**config.mk**
```make
export PLATFORM = sky130hd
export DESIGN_NAME = mem_arbiter
export DESIGN_NICKNAME = d
export VERILOG_FILES = /design/src/rtl/mem_arbiter_pkg.sv /design/src/rtl/mem_arbiter_rr_pick.sv /design/src/rtl/mem_arbiter.sv
export SDC_FILE = /design/constraint.sdc
export NUM_CORES = 1
export LEC_CHECK = 0
export CELL_PAD_IN_SITES_DETAIL_PLACEMENT = 2
export CELL_PAD_IN_SITES_GLOBAL_PLACEMENT = 2
export CORE_MARGIN = 2
export CORE_UTILIZATION = 26
export CTS_CLUSTER_DIAMETER = 150
export DETAILED_ROUTE_END_ITERATION = 6
export MAX_ROUTING_LAYER = met4
export PLACE_DENSITY = 0.87
export SETUP_SLACK_MARGIN = 0.05
export SLEW_MARGIN = 15
export SYNTH_ARGS = -nofsm -noshare
export SYNTH_HDL_FRONTEND = slang
export SYNTH_SLANG_ARGS = --single-unit
```
**constraint.sdc**
```tcl
create_clock -name clk -period 2.2 [get_ports clk]
set_clock_uncertainty 0.15 [all_clocks]
set_input_delay 0.44 -clock clk [delete_from_list [all_inputs] [get_ports clk]]
set_output_delay 0.44 -clock clk [all_outputs]
set_load 0.005 [all_outputs]
```
**src/rtl/mem_arbiter_pkg.sv**
```systemverilog
// Shared types for the memory arbiter: data word, address, FSM states.
// Latency: n/a (types only).
// Backpressure: n/a.
package mem_arbiter_pkg;

    localparam int WORD_WIDTH     = 8;
    localparam int ADDR_WIDTH_DEF = 8;

    typedef logic [WORD_WIDTH-1:0]     word;
    typedef logic [ADDR_WIDTH_DEF-1:0] addr_t;

    typedef enum logic [1:0] {
        ST_IDLE,
        ST_ACCESS,
        ST_WAIT
    } arb_state_e;

    // Read-latency counter width; never narrower than one bit.
    function automatic int cnt_width(input int lat);
        int w;
        w = $clog2(lat + 1);
        return (w < 1) ? 1 : w;
    endfunction

endpackage

```
**src/rtl/mem_arbiter_rr_pick.sv**
```systemverilog
// Two-way round-robin selector: picks the requester not granted last on contention.
// Latency: combinational.
// Backpressure: none; the caller decides when the pick is consumed.
module rr_pick
    import mem_arbiter_pkg::*;
(
    input  logic [1:0] req,
    input  logic       last,
    output logic       any,
    output logic       sel
);

    always_comb begin
        any = |req;
        sel = (req == 2'b11) ? ~last : req[1];
    end

endmodule

```
**src/rtl/mem_arbiter.sv**
```systemverilog
// Shares one single-port RAM between two requesters, one access in flight at a time.
// Latency: gnt one cycle after sampling; rvalid RD_LAT+1 cycles after gnt.
// Backpressure: requests are only sampled in IDLE; requesters hold until gnt.
module mem_arbiter
    import mem_arbiter_pkg::*;
#(
    parameter int WIDTH      = WORD_WIDTH,
    parameter int ADDR_WIDTH = ADDR_WIDTH_DEF,
    parameter int RD_LAT     = 1
) (
    input  logic                  clk,
    input  logic                  rst,
    input  logic                  req0,
    input  logic                  req1,
    input  logic                  wr0,
    input  logic                  wr1,
    input  logic [ADDR_WIDTH-1:0] addr0,
    input  logic [ADDR_WIDTH-1:0] addr1,
    input  logic [WIDTH-1:0]      wdata0,
    input  logic [WIDTH-1:0]      wdata1,
    output logic                  gnt0,
    output logic                  gnt1,
    output logic                  rvalid0,
    output logic                  rvalid1,
    output logic [WIDTH-1:0]      rdata0,
    output logic [WIDTH-1:0]      rdata1,
    output logic [ADDR_WIDTH-1:0] mem_addr,
    output logic [WIDTH-1:0]      mem_data,
    output logic                  mem_wr,
    input  logic [WIDTH-1:0]      mem_rd_data
);

    localparam int              CNT_W    = cnt_width(RD_LAT);
    localparam logic [CNT_W-1:0] CNT_LOAD = CNT_W'((RD_LAT > 0) ? RD_LAT - 1 : 0);

    arb_state_e            state_q, state_d;
    logic                  sel_q, sel_d;
    logic                  wr_q, wr_d;
    logic [ADDR_WIDTH-1:0] addr_q, addr_d;
    logic [WIDTH-1:0]      wdata_q, wdata_d;
    logic                  last_gnt_q, last_gnt_d;
    logic [CNT_W-1:0]      cnt_q, cnt_d;
    logic [WIDTH-1:0]      rdata0_q, rdata0_d, rdata1_q, rdata1_d;
    logic                  rvalid0_q, rvalid0_d, rvalid1_q, rvalid1_d;
    logic                  pick_any, pick_sel;
    logic                  capture;

    rr_pick u_rr_pick (
        .req  ({req1, req0}),
        .last (last_gnt_q),
        .any  (pick_any),
        .sel  (pick_sel)
    );

    always_comb begin
        state_d    = state_q;
        sel_d      = sel_q;
        wr_d       = wr_q;
        addr_d     = addr_q;
        wdata_d    = wdata_q;
        last_gnt_d = last_gnt_q;
        cnt_d      = cnt_q;
        rdata0_d   = rdata0_q;
        rdata1_d   = rdata1_q;
        rvalid0_d  = 1'b0;
        rvalid1_d  = 1'b0;
        capture    = 1'b0;

        case (state_q)
            ST_IDLE: begin
                if (pick_any) begin
                    sel_d   = pick_sel;
                    wr_d    = pick_sel ? wr1 : wr0;
                    addr_d  = pick_sel ? addr1 : addr0;
                    wdata_d = pick_sel ? wdata1 : wdata0;
                    state_d = ST_ACCESS;
                end
            end
            ST_ACCESS: begin
                last_gnt_d = sel_q;
                if (wr_q) begin
                    state_d = ST_IDLE;
                end else if (RD_LAT == 0) begin
                    capture = 1'b1;
                    state_d = ST_IDLE;
                end else begin
                    cnt_d   = CNT_LOAD;
                    state_d = ST_WAIT;
                end
            end
            ST_WAIT: begin
                if (cnt_q == '0) begin
                    capture = 1'b1;
                    state_d = ST_IDLE;
                end else begin
                    cnt_d = cnt_q - CNT_W'(1);
                end
            end
            default: state_d = ST_IDLE;
        endcase

        // Read data lands in the owning port's register; rvalid follows one cycle later.
        if (capture) begin
            if (sel_q) begin
                rdata1_d  = mem_rd_data;
                rvalid1_d = 1'b1;
            end else begin
                rdata0_d  = mem_rd_data;
                rvalid0_d = 1'b1;
            end
        end
    end

    always_ff @(posedge clk or posedge rst) begin
        if (rst) begin
            state_q    <= ST_IDLE;
            sel_q      <= 1'b0;
            wr_q       <= 1'b0;
            addr_q     <= '0;
            wdata_q    <= '0;
            last_gnt_q <= 1'b1;
            cnt_q      <= '0;
            rdata0_q   <= '0;
            rdata1_q   <= '0;
            rvalid0_q  <= 1'b0;
            rvalid1_q  <= 1'b0;
        end else begin
            state_q    <= state_d;
            sel_q      <= sel_d;
            wr_q       <= wr_d;
            addr_q     <= addr_d;
            wdata_q    <= wdata_d;
            last_gnt_q <= last_gnt_d;
            cnt_q      <= cnt_d;
            rdata0_q   <= rdata0_d;
            rdata1_q   <= rdata1_d;
            rvalid0_q  <= rvalid0_d;
            rvalid1_q  <= rvalid1_d;
        end
    end

    always_comb begin
        gnt0     = (state_q == ST_ACCESS) && !sel_q;
        gnt1     = (state_q == ST_ACCESS) &&  sel_q;
        mem_wr   = (state_q == ST_ACCESS) &&  wr_q;
        mem_addr = addr_q;
        mem_data = wdata_q;
        rvalid0  = rvalid0_q;
        rvalid1  = rvalid1_q;
        rdata0   = rdata0_q;
        rdata1   = rdata1_q;
    end

endmodule

```
==> flow_summary.toml <==
[run_status]
outcome = "finished, violations left"
failing_checks = "DRC"

[drt]
route.detailed.vias_per_inst = 4.43
met3_wirelength_um = 164
remaining_drc_errors = 6
antenna_violating_nets_post_route = 0
drt_first_pass_iters = 7
highest_layer = "met4"
drt-initial-drc-count = 44
routed_wire_length_per_instance_um = 17.9
dr_wl_met2_um = 2760
wirelength_met1_um = 2000
wire_length_after_detailed_routing_um = 5000
vias = 1236

[logic_synthesis]
synth_cells = 109
synth_nets = 155
yosysWarningCount = 0
synthDominantAreaCellType = "sky130_fd_sc_hd__dfrtp_1"
postSynth.asyncResetShare = 1.00
yosys.area.top_type_share = 0.546
yosysMostFrequentCell = "sky130_fd_sc_hd__dfrtp_1"
synth_cell_types = 17
synth_top_cells_by_area = "sky130_fd_sc_hd__dfrtp_1, sky130_fd_sc_hd__mux2_2, sky130_fd_sc_hd__mux2_4"
netlist_area_um2 = 1740
post_synth_most_frequent_cells = "sky130_fd_sc_hd__dfrtp_1, sky130_fd_sc_hd__mux2_2, sky130_fd_sc_hd__mux2_4"
synth_seq_area_share = 0.561
synth-edff-count = 0
postSynthRegisterBits = 39
dominantRegCellSynth = "sky130_fd_sc_hd__dfrtp_1"
synthesis.area_per_instance_um2 = 16.0

[placement]
placement.setup.worst_slack_ps = 27.1
port-buffer-count = 82
detailed_place_hpwl_um = 3880
place_congestion = 0.674

[worst_setup_path]
endpoint_kind = "primary output"
cp_data_required_time_ps = 1610
rr_startpoint = "last_gnt_q"
timing.critical_path.to = "gnt1"
startpoint = "state_q[1]"
critical_path_arrival_ps = 1340
worst_setup_path_start_kind = "flop"
crit-reg2reg-capture = "mem_addr[2]"
worst_setup_slack_for_register_to_register_paths_ps = 450
worst_r2r_path_depth = 4
timing.critical_path.fanout_max = 5
critical_path.cell_chain = "nand2b_2 > nor2_1 > dlygate4sd2_1"
critPathMaxStageDelay_ps = 400
worst-setup-path-type = "flop to primary output"
crit_path_top_delay_cell = "sky130_fd_sc_hd__dfrtp_1"

[sta]
timing.final.hold_violations = 0
setup_total_negative_slack_ps = 0
fin_worst_setup_slack_ps = 266
final-setup-viol-count = 0
tightestPinTransition_ps = 549
max_slew_margin = 0.633
min_period_ps = 1930
grt_setup_unrepaired = "no"
max_slew_violation_total_from_the_final_report = 0
timing.final.crit_share = 0.879
fmaxAchievable_ghz = 0.517

[final_layout]
layout-drive-gt1-share = 0.332
final_nets = 247
num-fill-cells = 651
area_growth_syn_to_layout_pct = 62.3
postLayoutCoreUtil = 0.440
antenna_cells = 0
multi_input_area_um2 = 712
regArea_um2 = 977

[power_and_ir_drop]
cell_leakage_power_nw = 1.24
irDropWorstVdd_mv = 0.523
p_total_mw = 3.65
powerDensity_nw_per_um2 = 1290

[cts]
tritoncts = "done"
clk-insertion-delay-late_ps = 290
cts.sink_count = 39
numCtsBuffers = 5
clk_pin_slew_worst_paths_ps = 70
clock_tree_buffer_depth = 2
cts_max_level = 2
cts.root.buffer_cell = "sky130_fd_sc_hd__clkbuf_8"

[grt]
grt_max_degree = 19
grt_use_total = 0.154
gr-total-overflow = 0
first_pass_grt_wire_length_um = 8210
antenna_violations_before_repair = 0
vias_in_the_first_global_route = 1480

[die]
die_y_um = 85.8
rows = 29
design.die.area_um2 = 7360
boundaryPins = 83
initial_core_util = 0.271
die-width_um = 85.8
design.core.area_um2 = 6420

[worst_hold_path]
hp-class = "primary input to asynchronous set/reset pin"

[flow_run]
cap_viol_max_count = 0
## power by group
group | internal (mW) | leakage [nW] | total, mW | switching [mW]
clock network | 0.367 | 0.0612 | 0.619 | 0.252
registers | 1.08 | 0.463 | 1.30 | 0.217
logic | 1.18 | 0.711 | 1.73 | 0.552
total | 2.63 | 1.24 | 3.65 | 1.02
## worst min path at each step
| stage | start | endpoint | slack, ps | cells after the start |
|---|---|---|---|---|
| after global placement | wr_q | state_q[1] | 260 | 1 |
| after detailed placement | wr_q | state_q[1] | 300 | 1 |
| final | rst | state_q[1] | 280 | 2 |
| after global routing | rst | state_q[1] | 290 | 2 |
| after CTS | rst | state_q[1] | 280 | 2 |
| after floorplan | wr_q | state_q[1] | 250 | 1 |
## routing by layer
metal,global-route usage,up-vias
li1,-,564
met1,0.181,631
met2,0.268,37
met3,0.0260,4
met4,0.0519,0
met5,-,-
## sequential cells by signal (all words and copies together), names as in the netlist, 2 cells and up
signal	cells
mem_addr	8
rdata0	8
rdata1	8
mem_data	8
state_q	2
## cell usage in the layout (no fill, tap or decap), types with 3 or more instances in the layout
| cell | n |
|---|---|
| sky130_fd_sc_hd__mux2_2 | 32 |
| sky130_fd_sc_hd__buf_12 | 3 |
| sky130_fd_sc_hd__dlygate4sd2_1 | 3 |
| sky130_fd_sc_hd__dfrtp_1 | 38 |
| sky130_fd_sc_hd__clkbuf_8 | 6 |
| sky130_fd_sc_hd__mux2_4 | 16 |
| sky130_fd_sc_hd__nor2_1 | 5 |
| sky130_fd_sc_hd__inv_1 | 3 |
| sky130_fd_sc_hd__clkdlybuf4s50_1 | 79 |
| sky130_fd_sc_hd__mux2i_1 | 3 |
| sky130_fd_sc_hd__buf_4 | 4 |
## layout make-up
cell class,count,area share
clock buffers,6,0.0292
clock inverters,2,0.0124
inverters,4,0.00531
multi-input cells,62,0.252
flip-flops and latches,39,0.346
well taps,77,0.0341
repair buffers,89,0.321
## critical path, delay by kind of cell, from the launching register on
| kind | cells | cell delay [ps] |
|---|---|---|
| buf+inv | 1 | 280 |
| simple gates | 2 | 380 |
| flops | 1 | 400 |
## stage by stage
stage | cells | area, µm² | hold WS [ps]
floorplan | 109 | 1740 | 253
global placement | 270 | 2700 | 262
detailed placement | 270 | 2700 | 296
CTS | 279 | 2830 | 284
global route | 279 | 2830 | 285
finish | 279 | 2830 | 283
## cell families (layout without fill, tap and decap cells)
kind of cell           count (synthesis)  after routing  share of synthesized area
multiplexers                          51             51                      0.362
flip-flops                            39             39                      0.561
AND/OR/NAND/NOR                        9              9                     0.0324
buffers and inverters                  8            101                     0.0338
AO/OA/AOI/OAI                          2              2                     0.0101
## repair_timing
| action | 4_1_cts | 5_1_grt |
|---|---|---|
| buffers inserted | 1 | 0 |
| endpoints found under the setup margin | 3 | 0 |
| resized for setup | 4 | 0 |
| hold buffers | 0 | 0 |
(Power assumes the default switching activity.)
